## src/rtl/noc_link_pkg.sv

```systemverilog
// Shared types and helpers for the inter-chip link (tx now, rx later).
package noc_link_pkg;

  typedef enum logic {IDLE, SEND} link_tx_state_t;

  function automatic int calc_phits(input int fw, input int pw);
    return fw / pw;
  endfunction

  function automatic logic even_parity(input logic [63:0] v);
    return ^v;
  endfunction

endpackage

```

## src/rtl/link_fifo.sv

```systemverilog
// Synchronous FIFO; a push into a full FIFO is accepted only alongside a pop.
module link_fifo #(
  parameter int W = 36,
  parameter int D = 4
) (
  input  logic                   clk,
  input  logic                   rst,
  input  logic                   push_i,
  input  logic [W-1:0]           din_i,
  input  logic                   pop_i,
  output logic [W-1:0]           dout_o,
  output logic [$clog2(D+1)-1:0] count_o,
  output logic                   full_o,
  output logic                   empty_o
);
  localparam int AW = (D > 1) ? $clog2(D) : 1;
  localparam int CW = $clog2(D+1);

  logic [W-1:0]  mem_q [D];
  logic [AW-1:0] wr_q, rd_q;
  logic [CW-1:0] count_q;
  logic          pop_ok, push_ok;

  assign empty_o = (count_q == '0);
  assign full_o  = (count_q == CW'(D));
  assign count_o = count_q;
  assign dout_o  = mem_q[rd_q];
  assign pop_ok  = pop_i && !empty_o;
  assign push_ok = push_i && (!full_o || pop_ok);

  function automatic logic [AW-1:0] ptr_inc(input logic [AW-1:0] p);
    return (p == AW'(D-1)) ? '0 : p + AW'(1);
  endfunction

  always_ff @(posedge clk) begin
    if (push_ok) mem_q[wr_q] <= din_i;
  end

  always_ff @(posedge clk) begin
    if (rst) begin
      wr_q    <= '0;
      rd_q    <= '0;
      count_q <= '0;
    end else begin
      if (push_ok) wr_q <= ptr_inc(wr_q);
      if (pop_ok)  rd_q <= ptr_inc(rd_q);
      case ({push_ok, pop_ok})
        2'b10:   count_q <= count_q + CW'(1);
        2'b01:   count_q <= count_q - CW'(1);
        default: count_q <= count_q;
      endcase
    end
  end
endmodule

```

## src/rtl/chip_link_tx.sv

```systemverilog
// Inter-chip link transmitter: flit FIFO, phit serializer, far-side credit gate.
// Optional phit parity under macro CHIP_LINK_PARITY_EN.
//   state | meaning
//   IDLE  | nothing on the pins, waiting for a flit and a link credit
//   SEND  | phit idx_q of the current flit is on the pins
module chip_link_tx
  import noc_link_pkg::*;
#(
  parameter int FW        = 36,
  parameter int B         = 4,
  parameter int PW        = 9,
  parameter int LINK_CRED = 4
) (
  input  logic          clk,
  input  logic          rst,
  input  logic [FW-1:0] flit_in,
  input  logic          flit_in_wr,
  output logic          credit_out,
  output logic [PW-1:0] phit_out,
  output logic          phit_out_vld,
  output logic          phit_out_sof,
  output logic          phit_out_par,
  input  logic          link_credit_in,
  output logic          overflow_err,
  output logic          credit_err
);
  localparam int PHITS = calc_phits(FW, PW);
  localparam int IW    = (PHITS > 1) ? $clog2(PHITS) : 1;
  localparam int LCW   = $clog2(LINK_CRED+1);

  link_tx_state_t  state_q;
  logic [IW-1:0]   idx_q;
  logic [FW-1:0]   sreg_q;
  logic [LCW-1:0]  lcred_q;
  logic [PW-1:0]   phit_q;
  logic            vld_q, sof_q, credit_q, ovf_q, cerr_q, par_q;

  logic [FW-1:0]   head;
  logic [$clog2(B+1)-1:0] fifo_count;
  logic            fifo_full, fifo_empty;
  logic            last_phit, launch, advance;
  logic [PW-1:0]   phit_nxt;

  link_fifo #(.W(FW), .D(B)) u_fifo (
    .clk     (clk),
    .rst     (rst),
    .push_i  (flit_in_wr),
    .din_i   (flit_in),
    .pop_i   (launch),
    .dout_o  (head),
    .count_o (fifo_count),
    .full_o  (fifo_full),
    .empty_o (fifo_empty)
  );

  assign last_phit = (idx_q == IW'(PHITS-1));
  assign launch    = !fifo_empty && (lcred_q != '0) && ((state_q == IDLE) || last_phit);
  assign advance   = (state_q == SEND) && !last_phit;
  // sreg_q is pre-shifted so its top slice is always the next phit to emit
  assign phit_nxt  = launch ? head[FW-1 -: PW] : sreg_q[FW-1 -: PW];

  always_ff @(posedge clk) begin
    if (rst) begin
      state_q  <= IDLE;
      idx_q    <= '0;
      sreg_q   <= '0;
      lcred_q  <= LCW'(LINK_CRED);
      phit_q   <= '0;
      vld_q    <= 1'b0;
      sof_q    <= 1'b0;
      credit_q <= 1'b0;
      ovf_q    <= 1'b0;
      cerr_q   <= 1'b0;
      par_q    <= 1'b0;
    end else begin
      credit_q <= launch;
      if (flit_in_wr && fifo_full && !launch) ovf_q <= 1'b1;
      if (link_credit_in && (lcred_q == LCW'(LINK_CRED))) cerr_q <= 1'b1;

      if (launch && !link_credit_in)
        lcred_q <= lcred_q - LCW'(1);
      else if (!launch && link_credit_in && (lcred_q != LCW'(LINK_CRED)))
        lcred_q <= lcred_q + LCW'(1);

      if (launch) begin
        state_q <= SEND;
        idx_q   <= '0;
        sreg_q  <= head << PW;
        phit_q  <= phit_nxt;
        vld_q   <= 1'b1;
        sof_q   <= 1'b1;
      end else if (advance) begin
        idx_q   <= idx_q + IW'(1);
        sreg_q  <= sreg_q << PW;
        phit_q  <= phit_nxt;
        vld_q   <= 1'b1;
        sof_q   <= 1'b0;
      end else begin
        state_q <= IDLE;
        vld_q   <= 1'b0;
        sof_q   <= 1'b0;
      end

`ifdef CHIP_LINK_PARITY_EN
      par_q <= (launch || advance) ? even_parity(64'(phit_nxt)) : 1'b0;
`else
      par_q <= 1'b0;
`endif
    end
  end

  assign credit_out   = credit_q;
  assign phit_out     = phit_q;
  assign phit_out_vld = vld_q;
  assign phit_out_sof = sof_q;
  assign phit_out_par = par_q;
  assign overflow_err = ovf_q;
  assign credit_err   = cerr_q;
endmodule

```

## config.mk

```make
export PLATFORM = sky130hd
export DESIGN_NAME = chip_link_tx
export DESIGN_NICKNAME = d
export VERILOG_FILES = /design/src/rtl/noc_link_pkg.sv /design/src/rtl/link_fifo.sv /design/src/rtl/chip_link_tx.sv
export SDC_FILE = /design/constraint.sdc
export NUM_CORES = 1
export LEC_CHECK = 0
export CORE_MARGIN = 2
export CORE_UTILIZATION = 35
export DETAILED_ROUTE_END_ITERATION = 8
export GPL_TIMING_DRIVEN = 0
export PLACE_DENSITY_LB_ADDON = 0.08
export SLEW_MARGIN = 0
export SYNTH_ARGS = -nofsm -noshare
export SYNTH_HDL_FRONTEND = slang
export SYNTH_SLANG_ARGS = --single-unit
```

## constraint.sdc

```tcl
create_clock -name clk -period 6.15 [get_ports clk]
set_clock_uncertainty 0.15 [all_clocks]
set_input_delay 1.23 -clock clk [delete_from_list [all_inputs] [get_ports clk]]
set_output_delay 1.23 -clock clk [all_outputs]
set_load 0.005 [all_outputs]
```

==> flow_summary.toml <==
[run_status]
outcome = "finished, final reports clean"

[synth]
ys_ff_latch = 199
synth_edf_count = 144
syn_area_per_cell_um2 = 16.0
synthArstFlopShare_pct = 0
yosysSeqAreaShare_pct = 70.7
syn-cell-area_mm2 = 0.00768
synth_common_cells = "144 x edfxtp_1, 55 x dfxtp_1, 49 x a21oi_1, 49 x nand2_1, 36 x mux4_2"
yosysUniqueCellTypes = 43
syn_inst = 480
synth-warning-count = 0
ys.flop_type = "edfxtp_1"
synth_most_common_cell = "edfxtp_1"
synth_top_area_cell = "edfxtp_1"
yosys-top-cells-area = "edfxtp_1 56%, dfxtp_1 14%, mux4_2 11%"
syn-num-nets = 529
netlist.area_leader.share_pct = 56.3

[final_layout]
nets = 605
fin_util_pct = 42.3
syn_to_final_growth_pct = 19.5
diodes = 0
fin_area_mm2 = 0.00918
fin_cells = 849
fillers = 1976
drive_gt1_share_pct = 21.3

[cts]
cts_resized = 0
cts_root_buf = "clkbuf_16"
post-cts-setup-buffers = 0
clk_latency_ps = 430
cts_tree = "built"
hold_buffers = 0
cts.sinks = 199
cts-htree-levels = 4
ctsLongestPathBuffers = 2
numCtsBuffers = 17
clk_pin_slew_worst_paths_ps = 70

[routing]
drt-total-wl_mm = 15.9
num_vias = 4201
drt_iter0_markers = 214
wire_per_inst_um = 18.8
drt_pass1_iterations = 4
routed_via_density = 4.95
drtAntennaViolNets = 0
drc = 0

[grt]
grt_max_degree = 21
grtUsageTotal_pct = 14.3
grt_pass1_wl_mm = 25.1
overflow = 0
grt_antenna_before_repair = 0
grt_pass1_vias = 4472

[timing]
setup_slack_ps = 3030
period_share_pct = 50.7
setup_tns_ps = 0
worst-slew-pin-transition_ps = 662
grt_setup_unrepaired = "false"
fin_crit_ps = 3120
timing.hold.ws_ps = 308
slew-limit-headroom_pct = 55.9
setup_violations = 0
max_freq_mhz = 321
slew_viol_final = 0
hold_viol = 0

[floorplanning]
die_area_mm2 = 0.0231
std_cell_rows = 54
die_w_um = 152
start_util_pct = 35.4
ios = 55
core_area_mm2 = 0.0217
fp.dieH_um = 152

[critical_path]
required_ps = 6360
crit_slowest_cell = "clkdlybuf4s50_1"
reg2reg_slack_ps = 3430
cp.arrival_ps = 3320
crit_type = "primary input to flop"
start_kind = "primary input"
path_cells = "clkdlybuf4s50_1, and2_1, inv_1, ha_1, fa_1, xnor2_1, or3_1, a21oi_1"
max_stage_delay_ps = 600
worstSetupEndpointType = "flop"
cp_max_fo = 8

[power_and_ir_drop]
clkPwrFrac_pct = 24.6
power_leakage_nw = 3.02
finalPower_mw = 4.12
swShare_pct = 32.9
peakVddDrop_uv = 211
p_seq_share_pct = 43.6
intPower_mw = 2.76
p_sw_mw = 1.36
p_per_area_mw_per_mm2 = 448
p_comb_share_pct = 31.8

[placement]
pre_cts_ws_ps = 2610
place_congestion = 0.759
placed_cell_area_mm2 = 0.00864
dp_hpwl_mm = 10.9
place_inst = 817
io_buffers = 53

[hold_path]
worstHoldPathType = "flop to flop"

[job]
max-cap-violations = 0
-- sequential cells by signal, summed over array words and instances (netlist names), 2 cells and up, named ones only --
signal / count
u_fifo.count_o: 3
u_fifo.rd_q: 2
sreg_q: 27
lcred_q: 3
u_fifo.wr_q: 2
u_fifo.mem_q: 144
phit_out: 9
idx_q: 2
-- layer usage --
layer | share of wire [%] | GRT usage (%) | wire, um | vias up
met2 | 51 | 24.9 | 8160 | 69
met3 | 2.6 | 2.77 | 408 | 13
met1 | 45 | 18.0 | 7150 | 2145
met5 | 0 | 0 | 0 | -
li1 | - | - | - | 1974
met4 | 1.3 | 4.67 | 214 | 0
-- placed cells by master, fill, tap and decap left out, types with 12 or more instances in the layout --
master,instances
a21oi_1,49
a21oi_2,20
clkbuf_1,12
clkbuf_16,17
clkdlybuf4s50_1,53
dfxtp_1,55
edfxtp_1,144
mux4_2,36
nand2_1,49
nor2_1,14
o21ai_0,28
-- logic make-up (layout without fill, tap and decap cells) --
kind of cell,after synthesis,count (layout),synth area share [%]
AOI/OAI and AO/OA,105,105,8.25
xor gates and xnor gates,2,2,0.228
adders and majority gates,9,9,1.66
buffers and inverters,36,125,2.64
DFF,199,199,70.7
muxes,40,40,11.1
other,1,1,0.0488
and+or+nand+nor,88,88,5.43
-- worst paths after layout --
check | from | end | cells past startpoint
worst max register to register | idx_q[0] | u_fifo.count_o[2] | 10
worst max-delay path | flit_in_wr | u_fifo.count_o[2] | 8
worst min-delay path | sreg_q[12] | sreg_q[12] | 2
worst min register to register | sreg_q[12] | sreg_q[12] | 2
-- layout make-up --
cell class	count	area, um^2	area share (%)
Timing Repair Buffer	57	611	6.65
Buffer	28	173	1.88
Clock inverter	13	98.8	1.08
Clock buffer	19	433	4.72
Sequential cell	199	5430	59.1
Multi-Input combinational cell	245	2060	22.4
Inverter	8	30.0	0.327
Tap cell	280	350	3.82
-- power groups by stage --
stage / clock (mW) / sequential [mW] / combinational, mW
2_1_floorplan: 0 / 1.79 / 0.913
3_3_place_gp: 0 / 1.82 / 1.30
3_5_place_dp: 0 / 1.82 / 1.33
4_1_cts: 1.05 / 1.79 / 1.34
5_1_grt: 1.10 / 1.82 / 1.46
6_report: 1.01 / 1.79 / 1.31
-- worst max-delay path, delay by kind of cell --
family / cells / cell delay (ps)
buffers and inverters: 2 / 660
XOR/XNOR: 1 / 150
AO/OA/AOI/OAI: 1 / 140
adder cells (fa/ha/maj): 2 / 620
AND/OR/NAND/NOR: 2 / 520
No activity file was read; power rests on OpenSTA's default activity.
